## src/rtl/pipe_stall_ctrl_if.sv

```systemverilog
// ---------------------------------------------------------------------------
// pipe_stall_ctrl_if
// Bundles the hazard/exception requests going into the pipeline sequencer
// and the hold/flush controls coming back out of it.
//   Requests (pipeline -> sequencer):
//     stallreq_id   load-use hazard from decode
//     ex_mc_start   EX begins a multi-cycle op this cycle
//     ex_mc_kind    0 = multiply, 1 = divide
//     excpt_valid   exception taken at MEM this cycle
//     excpt_vector  handler address
//   Controls (sequencer -> pipeline):
//     stall[5:0]    bit0 PC .. bit5 WB hold
//     flush         clear all pipeline registers, load new_pc into PC
//     new_pc        redirect address
//     mc_done       EX multi-cycle result ready this cycle
//     busy          sequencer is not in its idle/run state
// The master modport is the pipeline side; the slave modport is the sequencer.
// ---------------------------------------------------------------------------
interface pipe_stall_ctrl_if;
    logic        stallreq_id;
    logic        ex_mc_start;
    logic        ex_mc_kind;
    logic        excpt_valid;
    logic [31:0] excpt_vector;
    logic [5:0]  stall;
    logic        flush;
    logic [31:0] new_pc;
    logic        mc_done;
    logic        busy;

    modport master (
        output stallreq_id, ex_mc_start, ex_mc_kind, excpt_valid, excpt_vector,
        input  stall, flush, new_pc, mc_done, busy
    );

    modport slave (
        input  stallreq_id, ex_mc_start, ex_mc_kind, excpt_valid, excpt_vector,
        output stall, flush, new_pc, mc_done, busy
    );
endinterface

```

## src/rtl/pipe_stall_ctrl.sv

```systemverilog
// ---------------------------------------------------------------------------
// pipe_stall_ctrl
// Pipeline sequencer that merges load-use stalls from ID, multi-cycle
// mul/div operations from EX and exceptions from MEM into a 6-bit stall
// vector, a one-cycle flush pulse and a redirect PC. Multi-cycle ops are
// timed here with a down-counter so the EX units never hold their own stall.
// Ports:
//   clk   system clock, rising edge
//   rst   asynchronous, active-high reset
//   ctrl  pipe_stall_ctrl_if.slave: requests in, stall/flush controls out
// Parameters:
//   MUL_CYCLES  stall cycles for a multiply (0 behaves as 1)
//   DIV_CYCLES  stall cycles for a divide   (0 behaves as 1)
//   CNT_W       counter width, 2**CNT_W must exceed both cycle counts
// ---------------------------------------------------------------------------
module pipe_stall_ctrl #(
    parameter int MUL_CYCLES = 2,
    parameter int DIV_CYCLES = 32,
    parameter int CNT_W      = 6
) (
    input  logic             clk,
    input  logic             rst,
    pipe_stall_ctrl_if.slave ctrl
);

    localparam int MulN = (MUL_CYCLES == 0) ? 1 : MUL_CYCLES;
    localparam int DivN = (DIV_CYCLES == 0) ? 1 : DIV_CYCLES;

    // The counter is loaded with N-1 on the start cycle, because the start
    // cycle itself is already the first of the N stalled cycles.
    localparam logic [CNT_W-1:0] MulLoad = CNT_W'(MulN - 1);
    localparam logic [CNT_W-1:0] DivLoad = CNT_W'(DivN - 1);

    localparam logic [5:0] NO_STALL = 6'b000000;
    localparam logic [5:0] ID_STALL = 6'b000111;
    localparam logic [5:0] EX_STALL = 6'b001111;

    typedef enum logic [1:0] {
        RUN     = 2'd0,
        MC_BUSY = 2'd1,
        FLUSH   = 2'd2
    } state_t;

    state_t           state_q, state_d;
    logic [CNT_W-1:0] cnt_q, cnt_d;
    logic [31:0]      newPc_q, newPc_d;

    logic [5:0]       stallOut;
    logic             flushOut;
    logic             mcDoneOut;
    logic             busyOut;

    // State register: sequencer state, multi-cycle down-counter and the
    // redirect PC. Reset drops any operation in flight on the spot.
    always_ff @(posedge clk or posedge rst) begin
        if (rst) begin
            state_q <= RUN;
            cnt_q   <= '0;
            newPc_q <= '0;
        end else begin
            state_q <= state_d;
            cnt_q   <= cnt_d;
            newPc_q <= newPc_d;
        end
    end

    // Next-state logic. Exceptions win over everything: in RUN they beat a
    // simultaneous multi-cycle start, and in MC_BUSY they abort the op and
    // clear the counter. FLUSH is a single cycle that ignores all requests.
    // A start request while already in MC_BUSY cannot legally occur (EX is
    // stalled) and is simply not looked at there.
    always_comb begin
        state_d = state_q;
        cnt_d   = cnt_q;
        newPc_d = newPc_q;
        case (state_q)
            RUN: begin
                if (ctrl.excpt_valid) begin
                    state_d = FLUSH;
                    newPc_d = ctrl.excpt_vector;
                end else if (ctrl.ex_mc_start) begin
                    state_d = MC_BUSY;
                    cnt_d   = ctrl.ex_mc_kind ? DivLoad : MulLoad;
                end
            end
            MC_BUSY: begin
                if (ctrl.excpt_valid) begin
                    state_d = FLUSH;
                    cnt_d   = '0;
                    newPc_d = ctrl.excpt_vector;
                end else if (cnt_q != '0) begin
                    cnt_d = cnt_q - CNT_W'(1);
                end else begin
                    state_d = RUN;
                end
            end
            FLUSH: begin
                state_d = RUN;
            end
            default: begin
                state_d = RUN;
            end
        endcase
    end

    // Output logic. All controls except new_pc are combinational so the
    // stall reaches PC/IF/ID in the same cycle as the request. While rst is
    // high every control is forced low, independent of the inputs. In the
    // last MC_BUSY cycle (counter at zero) EX/MEM is released to capture the
    // result, so only a pending load-use stall can still hold the front end.
    always_comb begin
        stallOut  = NO_STALL;
        flushOut  = 1'b0;
        mcDoneOut = 1'b0;
        busyOut   = 1'b0;
        if (!rst) begin
            busyOut = (state_q != RUN);
            case (state_q)
                RUN: begin
                    if (ctrl.excpt_valid) begin
                        stallOut = NO_STALL;
                    end else if (ctrl.ex_mc_start) begin
                        stallOut = EX_STALL;
                    end else if (ctrl.stallreq_id) begin
                        stallOut = ID_STALL;
                    end
                end
                MC_BUSY: begin
                    if (ctrl.excpt_valid) begin
                        stallOut = NO_STALL;
                    end else if (cnt_q != '0) begin
                        stallOut = EX_STALL;
                    end else begin
                        mcDoneOut = 1'b1;
                        stallOut  = ctrl.stallreq_id ? ID_STALL : NO_STALL;
                    end
                end
                FLUSH: begin
                    flushOut = 1'b1;
                end
                default: begin
                    stallOut = NO_STALL;
                end
            endcase
        end
    end

    assign ctrl.stall   = stallOut;
    assign ctrl.flush   = flushOut;
    assign ctrl.mc_done = mcDoneOut;
    assign ctrl.busy    = busyOut;
    assign ctrl.new_pc  = newPc_q;

endmodule

```

## src/flat_wrapper.sv

```systemverilog
// flat-port wrapper written by rule: the top's interface ports become plain ports
module pipe_stall_ctrl_flat 
#(
    parameter int MUL_CYCLES = 2,
    parameter int DIV_CYCLES = 32,
    parameter int CNT_W      = 6
)
  (clk, rst, ctrl_stallreq_id, ctrl_ex_mc_start, ctrl_ex_mc_kind, ctrl_excpt_valid, ctrl_excpt_vector, ctrl_stall, ctrl_flush, ctrl_new_pc, ctrl_mc_done, ctrl_busy);
  pipe_stall_ctrl_if ctrl_i ();
  input  logic clk;
  input  logic rst;
  input wire logic [$bits(ctrl_i.stallreq_id)-1:0] ctrl_stallreq_id;
  input wire logic [$bits(ctrl_i.ex_mc_start)-1:0] ctrl_ex_mc_start;
  input wire logic [$bits(ctrl_i.ex_mc_kind)-1:0] ctrl_ex_mc_kind;
  input wire logic [$bits(ctrl_i.excpt_valid)-1:0] ctrl_excpt_valid;
  input wire logic [$bits(ctrl_i.excpt_vector)-1:0] ctrl_excpt_vector;
  output wire logic [$bits(ctrl_i.stall)-1:0] ctrl_stall;
  output wire logic [$bits(ctrl_i.flush)-1:0] ctrl_flush;
  output wire logic [$bits(ctrl_i.new_pc)-1:0] ctrl_new_pc;
  output wire logic [$bits(ctrl_i.mc_done)-1:0] ctrl_mc_done;
  output wire logic [$bits(ctrl_i.busy)-1:0] ctrl_busy;
  assign ctrl_i.stallreq_id = ctrl_stallreq_id;
  assign ctrl_i.ex_mc_start = ctrl_ex_mc_start;
  assign ctrl_i.ex_mc_kind = ctrl_ex_mc_kind;
  assign ctrl_i.excpt_valid = ctrl_excpt_valid;
  assign ctrl_i.excpt_vector = ctrl_excpt_vector;
  assign ctrl_stall = ctrl_i.stall;
  assign ctrl_flush = ctrl_i.flush;
  assign ctrl_new_pc = ctrl_i.new_pc;
  assign ctrl_mc_done = ctrl_i.mc_done;
  assign ctrl_busy = ctrl_i.busy;
  pipe_stall_ctrl #(.MUL_CYCLES(MUL_CYCLES), .DIV_CYCLES(DIV_CYCLES), .CNT_W(CNT_W)) u_core (.clk(clk), .rst(rst), .ctrl(ctrl_i));
endmodule
```

## config.mk

```make
export PLATFORM = sky130hd
export DESIGN_NAME = pipe_stall_ctrl_flat
export DESIGN_NICKNAME = d
export VERILOG_FILES = /design/src/rtl/pipe_stall_ctrl_if.sv /design/src/rtl/pipe_stall_ctrl.sv /design/src/flat_wrapper.sv
export SDC_FILE = /design/constraint.sdc
export NUM_CORES = 1
export LEC_CHECK = 0
export BUFFER_PORTS_ARGS = -buffer_cell sky130_fd_sc_hd__buf_4
export CAP_MARGIN = 10
export CORE_MARGIN = 4
export CORE_UTILIZATION = 42
export CTS_CLUSTER_SIZE = 30
export DETAILED_ROUTE_END_ITERATION = 10
export PLACE_DENSITY = 0.76
export SYNTH_ARGS = -nofsm -noshare
export SYNTH_HDL_FRONTEND = slang
export SYNTH_SLANG_ARGS = --single-unit
```

## constraint.sdc

```tcl
create_clock -name clk -period 1.5 [get_ports clk]
set_input_delay 0.15 -clock clk [delete_from_list [all_inputs] [get_ports clk]]
set_output_delay 0.15 -clock clk [all_outputs]
set_load 0.05 [all_outputs]
```

Yosys cells after proc, flatten, opt, wreduce, memory -nomap -nowiden --
Cells that the tools add are included.
Cells by class: add/sub/neg operators 1, equality and inequality tests 7, multiplexer cells 25, reductions and logical operators 8
Operators by type and width (count):
- two-way mux 6 bit | 9
- case mux 6 bit (2 select lines) | 2
- two-way mux 2 bit | 4
- two-way mux 1 bit | 7
- inequality test 3 bit, second input constant | 2
- nonzero test 6 bit | 1
- subtractor 6 x 1 -> 6 bit, second input constant | 1
- two-way mux 5 bit | 1
- inequality test 2 bit, second input constant | 2
- case mux 2 bit (2 select lines) | 1
- AND reduction 2 bit | 2
- AND reduction 4 bit | 1
- nonzero test 2 bit | 2
- two-way mux 3 bit | 1
- inequality test 3 x 2 -> 1 bit, second input constant | 1
- equality test 2 x 1 -> 1 bit, second input constant | 1
- equality test 2 bit, second input constant | 1
- zero test 2 bit | 1
- OR reduction 2 bit | 1
Storage, ports and cells: register bits 40, output and inout bits 41, word-level logic and storage cells 44

Longest topological paths before layout --
Gate-level depths: netlist of run 1.
depth in word-level cells 5, mapped depth 6

Worst setup path before layout of run 1 --
Ideal clock, no wire load.
kind register to output, from register u_core.cnt_q[0], to output ctrl_stall[1], data arrival time 2582 ps, path slack -1232 ps, cell stages (with the launch flop) 7, cells stage by stage dfrtp_1 -> inv_1 -> ha_1 -> nand3b_2 -> a22oi_1 -> a211oi_1 -> buf_4
Between the ends: longest elaborated chain between the ends 5
RTL lines:
- start, declared | RTL line pipe_stall_ctrl.sv:45 | logic [CNT_W-1:0] cnt_q, cnt_d;
- start signal, assigned | RTL line pipe_stall_ctrl.sv:62 | cnt_q <= cnt_d;
- nonzero test 6 bit | RTL line pipe_stall_ctrl.sv:131 | end else if (cnt_q != '0) begin
- two-way mux 6 bit | RTL line pipe_stall_ctrl.sv:131
- two-way mux 6 bit | RTL line pipe_stall_ctrl.sv:129 | if (ctrl.excpt_valid) begin
- case mux 6 bit (2 select lines) | RTL line pipe_stall_ctrl.sv:118 | case (state_q)
- two-way mux 6 bit | RTL line pipe_stall_ctrl.sv:116 | if (!rst) begin
- end, declared | RTL line flat_wrapper.sv:17 | output wire logic [$bits(ctrl_i.stall)-1:0] ctrl_stall;
No other way between the ends.

Worst setup path after layout of run 1 --
from register u_core.state_q[1], to output ctrl_stall[1]
Between the ends: longest elaborated chain between the ends 3, elaborated cells between the ends (all ways) 4
RTL lines:
- start, declared | RTL line pipe_stall_ctrl.sv:44 | state_t state_q, state_d;
- start signal, assigned | RTL line pipe_stall_ctrl.sv:61 | state_q <= state_d;
- equality test 2 x 1 -> 1 bit / zero test 2 bit (equally long branches) | RTL line pipe_stall_ctrl.sv:118
- case mux 6 bit (2 select lines) (*) | RTL line pipe_stall_ctrl.sv:118
- two-way mux 6 bit (*) | RTL line pipe_stall_ctrl.sv:116
Mark *: on every way between the ends. The rest lies on a longest branch, timed or not.

==> results of run 1 <==
[area by class of cell]
cell class	instances	area share
timing repair buffer	106	0.3061
inverter	5	0.006359
multi-input combinational	77	0.3006
clock inverter	1	0.001696
tap	50	0.02120
clock buffer	6	0.02459
sequential	40	0.3396
[flip-flops by register name (all words and copies together) (netlist names)]
| signal | count |
|---|---|
| u_core.cnt_q | 6 |
| u_core.state_q | 2 |
| u_core.ctrl.new_pc | 32 |
[layout by cell type, fill, tap and decap left out, drive strengths merged]
master and n:
nand3 1, o32a 1, nor2 6, a211oi 1, mux2 32, nor3 4, o21ai 2, or2b 1
dlygate4sd3 1, nand2b 1, a22oi 1, o22ai 4, nor3b 2, ha 1, clkinv 1, o21bai 1
a21oi 7, dfrtp 40, or3b 1, nand2 1, buf 103, nor2b 2, a2bb2oi 3, conb 2
inv 5, o21ba 2, nand3b 1, clkbuf 8
[metrics by stage]
stage          instances  power, W  cell area (µm²)  utilization  TNS (ps)
2_1_floorplan        131  0.002260             1797            -     -1315
3_3_place_gp         264  0.002720             2496       0.6240    -62.07
3_5_place_dp         264  0.002767             2496       0.6240    -373.9
4_1_cts              275  0.003470             2641       0.6603     -1925
5_1_grt              285  0.003841             2952       0.7379     -3850
6_report             285  0.003676             2952       0.7379     -2455
[kinds of logic after synthesis]
kind of cell / after synthesis / share of synthesized area
flip-flops: 40 / 0.5764
multiplexers: 32 / 0.2075
AO/OA/AOI/OAI: 22 / 0.09294
AND/OR/NAND/NOR: 20 / 0.06772
buffers and inverters: 14 / 0.04611
adder cells (fa/ha/maj): 1 / 0.007203
other: 1 / 0.002159
[final timing paths]
path / endpoint / startpoint / cells past startpoint / slack (ps)
setup / recovery: ctrl_stall[1] / u_core.state_q[1]$_DFFE_PP0P_ / 5 / -360
hold / removal: u_core.ctrl.new_pc[8]$_DFFE_PP0P_ / ctrl_excpt_vector[8] / 2 / 90
setup reg to reg: u_core.cnt_q[1]$_DFFE_PP0P_ / u_core.state_q[1]$_DFFE_PP0P_ / 5 / -180
hold reg to reg: u_core.ctrl.new_pc[25]$_DFFE_PP0P_ / u_core.ctrl.new_pc[25]$_DFFE_PP0P_ / 1 / 510
max in group asynchronous: u_core.state_q[1]$_DFFE_PP0P_ / rst / 4 / 670
min in group asynchronous: u_core.ctrl.new_pc[20]$_DFFE_PP0P_ / rst / 4 / 540
[metal layers]
layer | global-route usage | share of wire
met3 | 0.06787 | 0.081
met5 | 0 | 0
met1 | 0.2000 | 0.38
met4 | 0.05846 | 0.025
met2 | 0.3276 | 0.51
[repair_timing]
item | 4_1_cts | 5_1_grt
endpoints found under the setup margin | 8 | 42
hold buffers | 1 | 0
cloned | 0 | 4
setup buffers | 3 | 6
pin swaps | 4 | 7
resized for setup | 9 | 50
endpoints found under the hold margin | 16 | 0
[critical path, delay by kind of cell, from the launching register on]
kind	cells	cell delay [ps]
flops	1	420
compound gates	2	440
buf+inv	1	210
simple gates	2	370
[power by group through the flow]
| stage | Combinational, W | Sequential, W | Clock [W] |
|---|---|---|---|
| floorplan | 0.000420 | 0.00184 | 0 |
| global placement | 0.00136 | 0.00136 | 0 |
| detailed placement | 0.00140 | 0.00137 | 0 |
| CTS | 0.00142 | 0.00136 | 0.000683 |
| global route | 0.00171 | 0.00139 | 0.000741 |
| finish | 0.00163 | 0.00137 | 0.000667 |
==> summary.txt, run 1 <==
Setup path
  • Critical-path cell list: or2b_1 -> nor2_1 -> a22oi_2 -> a211oi_4 -> buf_6
  • WP data required: 1350 ps
  • Worst Setup Start Kind: register
  • Crit-path max cell delay: 420 ps
  • Crit Path Category: reg -> out
  • CP max FO: 3
  • Critical Path AT: 1710 ps
  • CP endpoint kind: primary output
  • CP max stage cell: dfrtp_2

Synth
  • Synthesized cell area: 1737 µm²
  • Post-synth EDFFs: 0
  • Unique masters post-synth: 31
  • Ys Warns: 0
  • Most frequent cell after synthesis: dfrtp_1
  • Area contributors post-synth: dfrtp_1 (58%), mux2_2 (21%), buf_4 (1.7%), a2bb2oi_1 (1.5%), a21oi_1 (1.4%)
  • Yosys top cell area share: 0.5764
  • Post-synth top cells: dfrtp_1 (40), mux2_2 (32), nor2_1 (6)
  • Asr flop ratio synth: 1.000
  • Yosys reg bits: 40
  • Area leader, netlist: dfrtp_1
  • Sequential fraction of the synthesis area: 0.5764
  • Synth Instances: 130
  • Prevailing post-synth register cell: dfrtp_1
  • Syn_area_per_cell: 13.36 µm²

Timing
  • RSZ-0062 raised after global routing: true
  • Fmax: 0.5363 GHz
  • Final setup fails: 24
  • Clock Skew: 3.541 ps
  • Endpoints failing hold: 0
  • Post-route worst setup slack: -364.7 ps
  • Final min period: 1865 ps
  • Fin Hold WS: 88.50 ps
  • Crit share post-route: 1.243
  • Max-slew violations: 0

Placement
  • HPWL after DPL: 3360 µm
  • Routability Congestion: 0.8773
  • IO buf count: 76
  • Placement Setup Slack: -92.53 ps

Route
  • Vias post-DR: 1475
  • Drt via density: 5.175
  • Initial DRC count: 71
  • WL per Instance: 18.04 µm
  • Drt pass-1 iters: 4
  • DRC Markers: 0
  • ANT nets after route: 0
  • Routed WL: 5142 µm

Layout
  • # nets final: 274
  • Area grow syn2layout: 69.96%
  • Fill count: 243
  • Layout cell share with drive strength beyond 1: 0.7106
  • Inserted Diodes: 0
  • FF/Latch Area: 1002 µm²
  • Multi-input gate area: 887.1 µm²

Clocking
  • Worst-path clk slew: 70 ps
  • Clk buf depth: 2
  • Insertion delay to the later sink of the worst-skew pair: 290 ps
  • CTS H-tree lvls: 2
  • Clock sink count: 40
  • CTS tree: built
  • Cts bufs inserted: 5
  • Clk root buf: clkbuf_8

Power and ir drop
  • Combinational fraction of design power: 0.445
  • Leakage: 1.488 nW
  • Switching power: 0.001397 W
  • VDD IR max: 1009 µV
  • Power density cells: 1246 nW/µm²
  • Int Pwr: 0.002279 W
  • Clk pwr share: 0.182
  • Seq pwr share: 0.374
  • Sw Share: 0.3801

Floorplanning
  • Die Wd: 72.31 µm
  • Chip height: 72.31 µm
  • Initial Util: 0.4342
  • IO Pins: 79
  • CORE AREA: 4000 µm²
  • Die area: 5228 µm²
  • Row count: 23

GRT
  • Initial antenna violation count: 0
  • GRT Overall Usage: 0.1833
  • Number of global-route vias before repair: 1639
  • Global-route wire length before repair: 7369 µm
  • GRT Residual Overflow: 0
  • Largest net degree at the start of global routing: 25

Flow run
  • Max_cap viols: 0

Outcome
  • Status: complete, but fails checks
  • Failing checks: setup timing

Min path
  • Hold Crit Class: in -> reg
Note: power is estimated with default switching activity, not from simulation.
==> run 2, diff against run 1 <==
--- a/config.mk
+++ b/config.mk
@@ -7,7 +7,7 @@
 export LEC_CHECK = 0
 export BUFFER_PORTS_ARGS = -buffer_cell sky130_fd_sc_hd__buf_4
 export CAP_MARGIN = 10
-export CORE_MARGIN = 4
+export CORE_MARGIN = 2
 export CORE_UTILIZATION = 42
 export CTS_CLUSTER_SIZE = 30
 export DETAILED_ROUTE_END_ITERATION = 10
==> run 2 against run 1 <==
The flow still finishes with violations (setup timing). First-iteration DRC count shrank 42%. Register-to-register slack gained 120 ps. Critical path depth is the same. Non-clock buffer count shrank 13. Worst hold slack lost 45 ps. Cell count shrank 4.2%. Fmax shrank 3.4%. Combinational power shrank 10%. Clock power grew 3.0%.
==> summary.txt, run 2 (synthesis gave the netlist of run 1 again) <==
Timing
  • Max-slew violations: 0
  • Post-route worst setup slack: -430.0 ps
  • Final setup fails: 9
  • Fmax: 0.5181 GHz
  • Crit share post-route: 1.287
  • RSZ-0062 raised after global routing: true
  • Least-Margin Pin Slew: 502.5 ps
  • Endpoints failing hold: 0
  • Clock Skew: 3.387 ps
  • Final min period: 1930 ps
  • Max_slew headroom: 0.6650

GRT
  • Largest net degree at the start of global routing: 41
  • Met2 Usage GRT: 0.3313
  • Gr busiest metal: met2
  • Global-route wire length before repair: 6437 µm
  • Number of global-route vias before repair: 1421
  • Initial antenna violation count: 0
  • GRT Residual Overflow: 0
  • Met1 track demand over resource: 0.2188
  • GRT Overall Usage: 0.1893
  • GRT met3 Usage: 0.05592

Floorplanning
  • Chip height: 68.31 µm
  • Die Wd: 68.31 µm
  • Initial Util: 0.4342
  • Row count: 23
  • IO Pins: 79
  • Die area: 4666 µm²
  • CORE AREA: 4000 µm²

Outcome
  • Failing checks: setup timing
  • Status: complete, but fails checks

Setup path
  • Crit Path Category: reg -> out
  • Worst reg-to-reg path cell count: 3
  • Worst Setup Start Kind: register
  • Crit-path max cell delay: 410 ps
  • WP data required: 1350 ps
  • CP max stage cell: dfrtp_2
  • CP max FO: 3
  • Critical Path AT: 1780 ps
  • Critical-path cell list: or2b_1 -> nor2_1 -> a22oi_2 -> a211oi_4 -> buf_6
  • CP endpoint kind: primary output

Layout
  • Fin util: 0.6591
  • Layout cell share with drive strength beyond 1: 0.6637
  • FF/Latch Area: 1002 µm²
  • Commonest non-fill, non-tap cell in the layout: buf_4
  • Max FFs per register: 32
  • Area grow syn2layout: 51.80%
  • Most frequent cells in the layout: buf_4 (88), dfrtp_1 (39), mux2_2 (32)
  • Multi-input gate area: 742.0 µm²
  • Final Instance Count excl. Fillers: 273
  • # nets final: 261
  • Inserted Diodes: 0
  • Final instance area: 2636 µm²
  • Fill count: 309

Route
  • DRC Markers: 0
  • Drt via density: 5.029
  • ANT nets after route: 0
  • Routed WL: 4146 µm
  • Drt pass-1 iters: 4
  • Initial DRC count: 41
  • Vias post-DR: 1373
  • WL per Instance: 15.19 µm

Clocking
  • Clk buf depth: 2
  • CTS H-tree lvls: 2
  • Cts bufs inserted: 5
  • Insertion delay to the later sink of the worst-skew pair: 280 ps
  • Clock sink count: 40
  • Clk root buf: clkbuf_8
  • CTS tree: built
  • Worst-path clk slew: 80 ps

Placement
  • HPWL after DPL: 3033 µm
  • Routability Congestion: 0.7817
  • DP Cell Count: 261
  • IO buf count: 76
  • Placement Setup Slack: -87.17 ps
  • Post-DP Area: 2474 µm²

Power and ir drop
  • Int Pwr: 0.002170 W
  • Switching power: 0.001334 W
  • VDD IR max: 693.7 µV
  • Power density cells: 1329 nW/µm²
  • Tot Pwr: 0.003504 W
  • Combinational fraction of design power: 0.415
  • Leakage: 1.271 nW
  • Sw Share: 0.3808
  • Seq pwr share: 0.388
  • Clk pwr share: 0.196

Flow run
  • Max_cap viols: 0

Min path
  • Hold Crit Class: in -> async
## run 2: changes by cell type in the layout (fill, tap and decap cells not counted), moves of 2 or more
cell and change:
mux2_4 -32, buf_6 -4, buf_8 -2, clkbuf_16 -2
buf_4 -3, mux2_2 +32
## run 2: path summary, 6_finish.rpt
path,startpoint,endpoint,slack (ps)
max,u_core.state_q[1]$_DFFE_PP0P_,ctrl_stall[0],-430
min,rst,u_core.ctrl.new_pc[6]$_DFFE_PP0P_,40
max reg2reg,u_core.state_q[1]$_DFFE_PP0P_,u_core.cnt_q[1]$_DFFE_PP0P_,-60
min reg2reg,u_core.ctrl.new_pc[4]$_DFFE_PP0P_,u_core.ctrl.new_pc[4]$_DFFE_PP0P_,510
max in group asynchronous,rst,u_core.state_q[1]$_DFFE_PP0P_,1090
min in group clk,ctrl_excpt_vector[4],u_core.ctrl.new_pc[4]$_DFFE_PP0P_,90
## run 2: worst max-delay path, delay by kind of cell, from the launching register on
| kind | cells | cell delay, ps |
|---|---|---|
| AO/OA/AOI/OAI | 2 | 480 |
| flip-flops | 1 | 410 |
| AND/OR/NAND/NOR | 2 | 400 |
| buffers and inverters | 1 | 220 |
## run 2: timing repair
action	in CTS	in global routing
gates resized for setup	9	1
pin swaps	6	0
buffers inserted	3	1
hold endpoints to repair	0	0
hold buffers	0	0
setup endpoints to repair	9	10
## run 2: final cells by class
cell class / count / area share
Clock buffer: 7 / 0.02895
Clock inverter: 1 / 0.003322
Inverter: 5 / 0.007119
Multi-Input combinational cell: 77 / 0.2814
Sequential cell: 40 / 0.3802
Tap cell: 50 / 0.02373
Timing Repair Buffer: 93 / 0.2753
## run 2: metal layers
layer / vias to the layer above / routed length (µm)
li1: 635 / -
met1: 682 / 1696
met2: 50 / 2141
met3: 6 / 238
met4: 0 / 70
met5: - / 0
## run 2: power by group through the flow
stage,logic (W),clock network (W),registers (W)
floorplan,0.000420,0,0.00184
global placement,0.00134,0,0.00136
detailed placement,0.00138,0,0.00137
CTS,0.00144,0.000712,0.00136
global route,0.00153,0.000761,0.00138
finish,0.00146,0.000687,0.00136
## run 2: metrics by stage
stage	TNS (ps)	hold slack, ps
after floorplan	-1315	301.6
after global placement	-20.49	351.2
after detailed placement	-335.1	367.9
after CTS	-1688	53.89
after global routing	-2599	79.69
final	-1918	43.64
==> run 3, diff against run 2 <==
--- a/config.mk
+++ b/config.mk
@@ -5,13 +5,15 @@
 export SDC_FILE = /design/constraint.sdc
 export NUM_CORES = 1
 export LEC_CHECK = 0
+export ABC_AREA = 1
 export BUFFER_PORTS_ARGS = -buffer_cell sky130_fd_sc_hd__buf_4
 export CAP_MARGIN = 10
 export CORE_MARGIN = 2
 export CORE_UTILIZATION = 42
 export CTS_CLUSTER_SIZE = 30
 export DETAILED_ROUTE_END_ITERATION = 10
-export PLACE_DENSITY = 0.76
+export GPL_ROUTABILITY_DRIVEN = 0
+export PLACE_DENSITY = 0.75
 export SYNTH_ARGS = -nofsm -noshare
 export SYNTH_HDL_FRONTEND = slang
 export SYNTH_SLANG_ARGS = --single-unit
==> run 3 against run 2 <==
The flow still finishes with violations (setup timing). Die area grew 1.4%. Critical endpoint is now ctrl_stall[1]. Synthesized cell count is 70% higher. Area after synthesis up 1.4%. Via count up 21%. Highest routed layer unchanged. Cell area is 1.4% lower. Wire length rose by 2.6%. Worst hold slack improved by 9.2 ps.
==> summary.txt, run 3 <==
Synth
  • Ys Warns: 0
  • Area leader, netlist: dfrtp_1
  • Post-synth top cells: nand2_1 (120), dfrtp_1 (40), nor2_1 (11)
  • Yosys top cell area share: 0.5682
  • Unique masters post-synth: 20
  • Sequential fraction of the synthesis area: 0.5682
  • Post-synth EDFFs: 0
  • Most frequent cell after synthesis: nand2_1
  • Area contributors post-synth: dfrtp_1 (57%), nand2_1 (26%), nor2_1 (2.3%), inv_1 (2.1%), buf_2 (1.7%)
  • Synth Instances: 221
  • Asr flop ratio synth: 1.000
  • Synthesized cell area: 1762 µm²
  • Prevailing post-synth register cell: dfrtp_1
  • Yosys reg bits: 40
  • Syn_area_per_cell: 7.971 µm²

Setup path
  • WP data required: 1350 ps
  • CP endpoint kind: primary output
  • Worst Setup Start Kind: register
  • Crit Path Category: reg -> out
  • Critical Path AT: 1450 ps
  • CP max FO: 3

Route
  • Vias post-DR: 1663
  • WL per Instance: 11.99 µm
  • Initial DRC count: 119
  • Drt via density: 4.685
  • Routed WL: 4255 µm
  • DRC Markers: 0
  • Drt pass-1 iters: 4
  • ANT nets after route: 0

Layout
  • Area grow syn2layout: 47.58%
  • Final Instance Count excl. Fillers: 355
  • Max FFs per register: 32
  • Commonest non-fill, non-tap cell in the layout: nand2_1
  • Layout cell share with drive strength beyond 1: 0.3770
  • Final instance area: 2600 µm²
  • # nets final: 344
  • Inserted Diodes: 0
  • Fill count: 364
  • Most frequent cells in the layout: nand2_1 (118), buf_4 (82), dfrtp_1 (39)

Placement
  • Post-DP Area: 2407 µm²
  • Placement Setup Slack: 99.36 ps
  • IO buf count: 76
  • HPWL after DPL: 2927 µm
  • DP Cell Count: 340

Floorplanning
  • Die area: 4729 µm²
  • Chip height: 68.77 µm
  • Die Wd: 68.77 µm
  • Row count: 23
  • IO Pins: 79
  • Initial Util: 0.4373
  • CORE AREA: 4029 µm²

Clocking
  • Clock sink count: 40
  • CTS tree: built
  • Worst-path clk slew: 70 ps
  • Clk root buf: clkbuf_8
  • Insertion delay to the later sink of the worst-skew pair: 290 ps
  • CTS H-tree lvls: 2
  • Clk buf depth: 2
  • Cts bufs inserted: 5

Timing
  • Fmax: 0.6267 GHz
  • RSZ-0062 raised after global routing: true
  • Post-route worst setup slack: -95.76 ps
  • Max_slew headroom: 0.6420
  • Crit share post-route: 1.064
  • Final setup fails: 5
  • Endpoints failing hold: 0
  • Max-slew violations: 0
  • Clock Skew: 6.225 ps
  • Least-Margin Pin Slew: 536.2 ps
  • Final min period: 1596 ps
  • Fin Hold WS: 52.84 ps

Power and ir drop
  • VDD IR max: 801.9 µV
  • Power density cells: 1251 nW/µm²
  • Tot Pwr: 0.003252 W
  • Leakage: 1.427 nW

GRT
  • GRT Overall Usage: 0.1884
  • Initial antenna violation count: 0
  • Number of global-route vias before repair: 1495
  • Global-route wire length before repair: 6555 µm
  • GRT Residual Overflow: 0
  • Largest net degree at the start of global routing: 41

Outcome
  • Status: complete, but fails checks
  • Failing checks: setup timing

Min path
  • Hold Crit Class: in -> async

Flow run
  • Max_cap viols: 0
[run 3: changes by cell type after synthesis, moves of 5 or more]
cell	before	now
nand2_1	1	120
nor2_1	6	11
inv_1	5	10
mux2_2	32	0
[run 3: worst max-delay path, stage by stage (launching register included)]
cell and delay (ps):
dfrtp_1 380, inv_2 60, ha_4 170, nand3_4 100, nand2_4 70, a31oi_4 190
buf_6 190
[run 3: logic make-up after synthesis]
logic type,after synthesis,share of synthesized area
simple gates,144,0.3203
flops,40,0.5682
buf+inv,24,0.06818
compound gates,10,0.02912
xor+xnor,1,0.004972
fa+ha+maj,1,0.007101
other cells,1,0.002129
[run 3: timing repair]
action,4_1_cts,5_1_grt
pin swaps,4,0
endpoints found under the setup margin,5,11
hold buffers,0,0
buffers inserted,8,0
cloned,0,0
resized for setup,13,2
[run 3: cell type report]
| class | instances | area, µm² | area share |
|---|---|---|---|
| Inverter | 13 | 52.55 | 0.02021 |
| Tap cell | 50 | 62.56 | 0.02406 |
| Sequential cell | 40 | 1002 | 0.3855 |
| Clock buffer | 6 | 72.57 | 0.02791 |
| Clock inverter | 1 | 5.005 | 0.001925 |
| Timing Repair Buffer | 87 | 671.9 | 0.2584 |
| Multi-Input combinational cell | 158 | 733.2 | 0.2820 |
[run 3: metrics by stage]
stage                     setup TNS, ps    util
after detailed placement              0  0.5975
final                            -366.0  0.6453
after global routing             -679.0  0.6453
after global placement                0  0.5975
after floorplan                  -189.1       -
after CTS                        -339.5  0.6429
[run 3: per-layer routing]
layer	up-vias	routed length (µm)	GRT usage
met5	-	0	0
met4	0	64	0.05392
met3	9	318	0.06494
met2	54	2103	0.3293
met1	769	1769	0.2184
li1	831	-	-
[run 3: report_power, final]
group          switching (W)  leakage (nW)  internal [W]  total (W)
sequential          0.000114         0.493       0.00123    0.00134
combinational       0.000823         0.893      0.000426    0.00125
clock               0.000343        0.0410      0.000316   0.000659
total                0.00128          1.43       0.00197    0.00325
[run 3: worst paths after layout]
check	from	to	slack, ps	depth (start not counted)
max in group asynchronous	rst	u_core.state_q[0]$_DFFE_PP0P_	1070	3
hold / removal	rst	u_core.cnt_q[3]$_DFFE_PP0P_	50	3
setup / recovery	u_core.cnt_q[1]$_DFFE_PP0P_	ctrl_stall[1]	-100	6
setup reg to reg	u_core.cnt_q[1]$_DFFE_PP0P_	u_core.cnt_q[5]$_DFFE_PP0P_	100	9
min in group clk	ctrl_excpt_vector[2]	u_core.ctrl.new_pc[2]$_DFFE_PP0P_	60	3
hold reg to reg	u_core.ctrl.new_pc[13]$_DFFE_PP0P_	u_core.ctrl.new_pc[13]$_DFFE_PP0P_	480	2
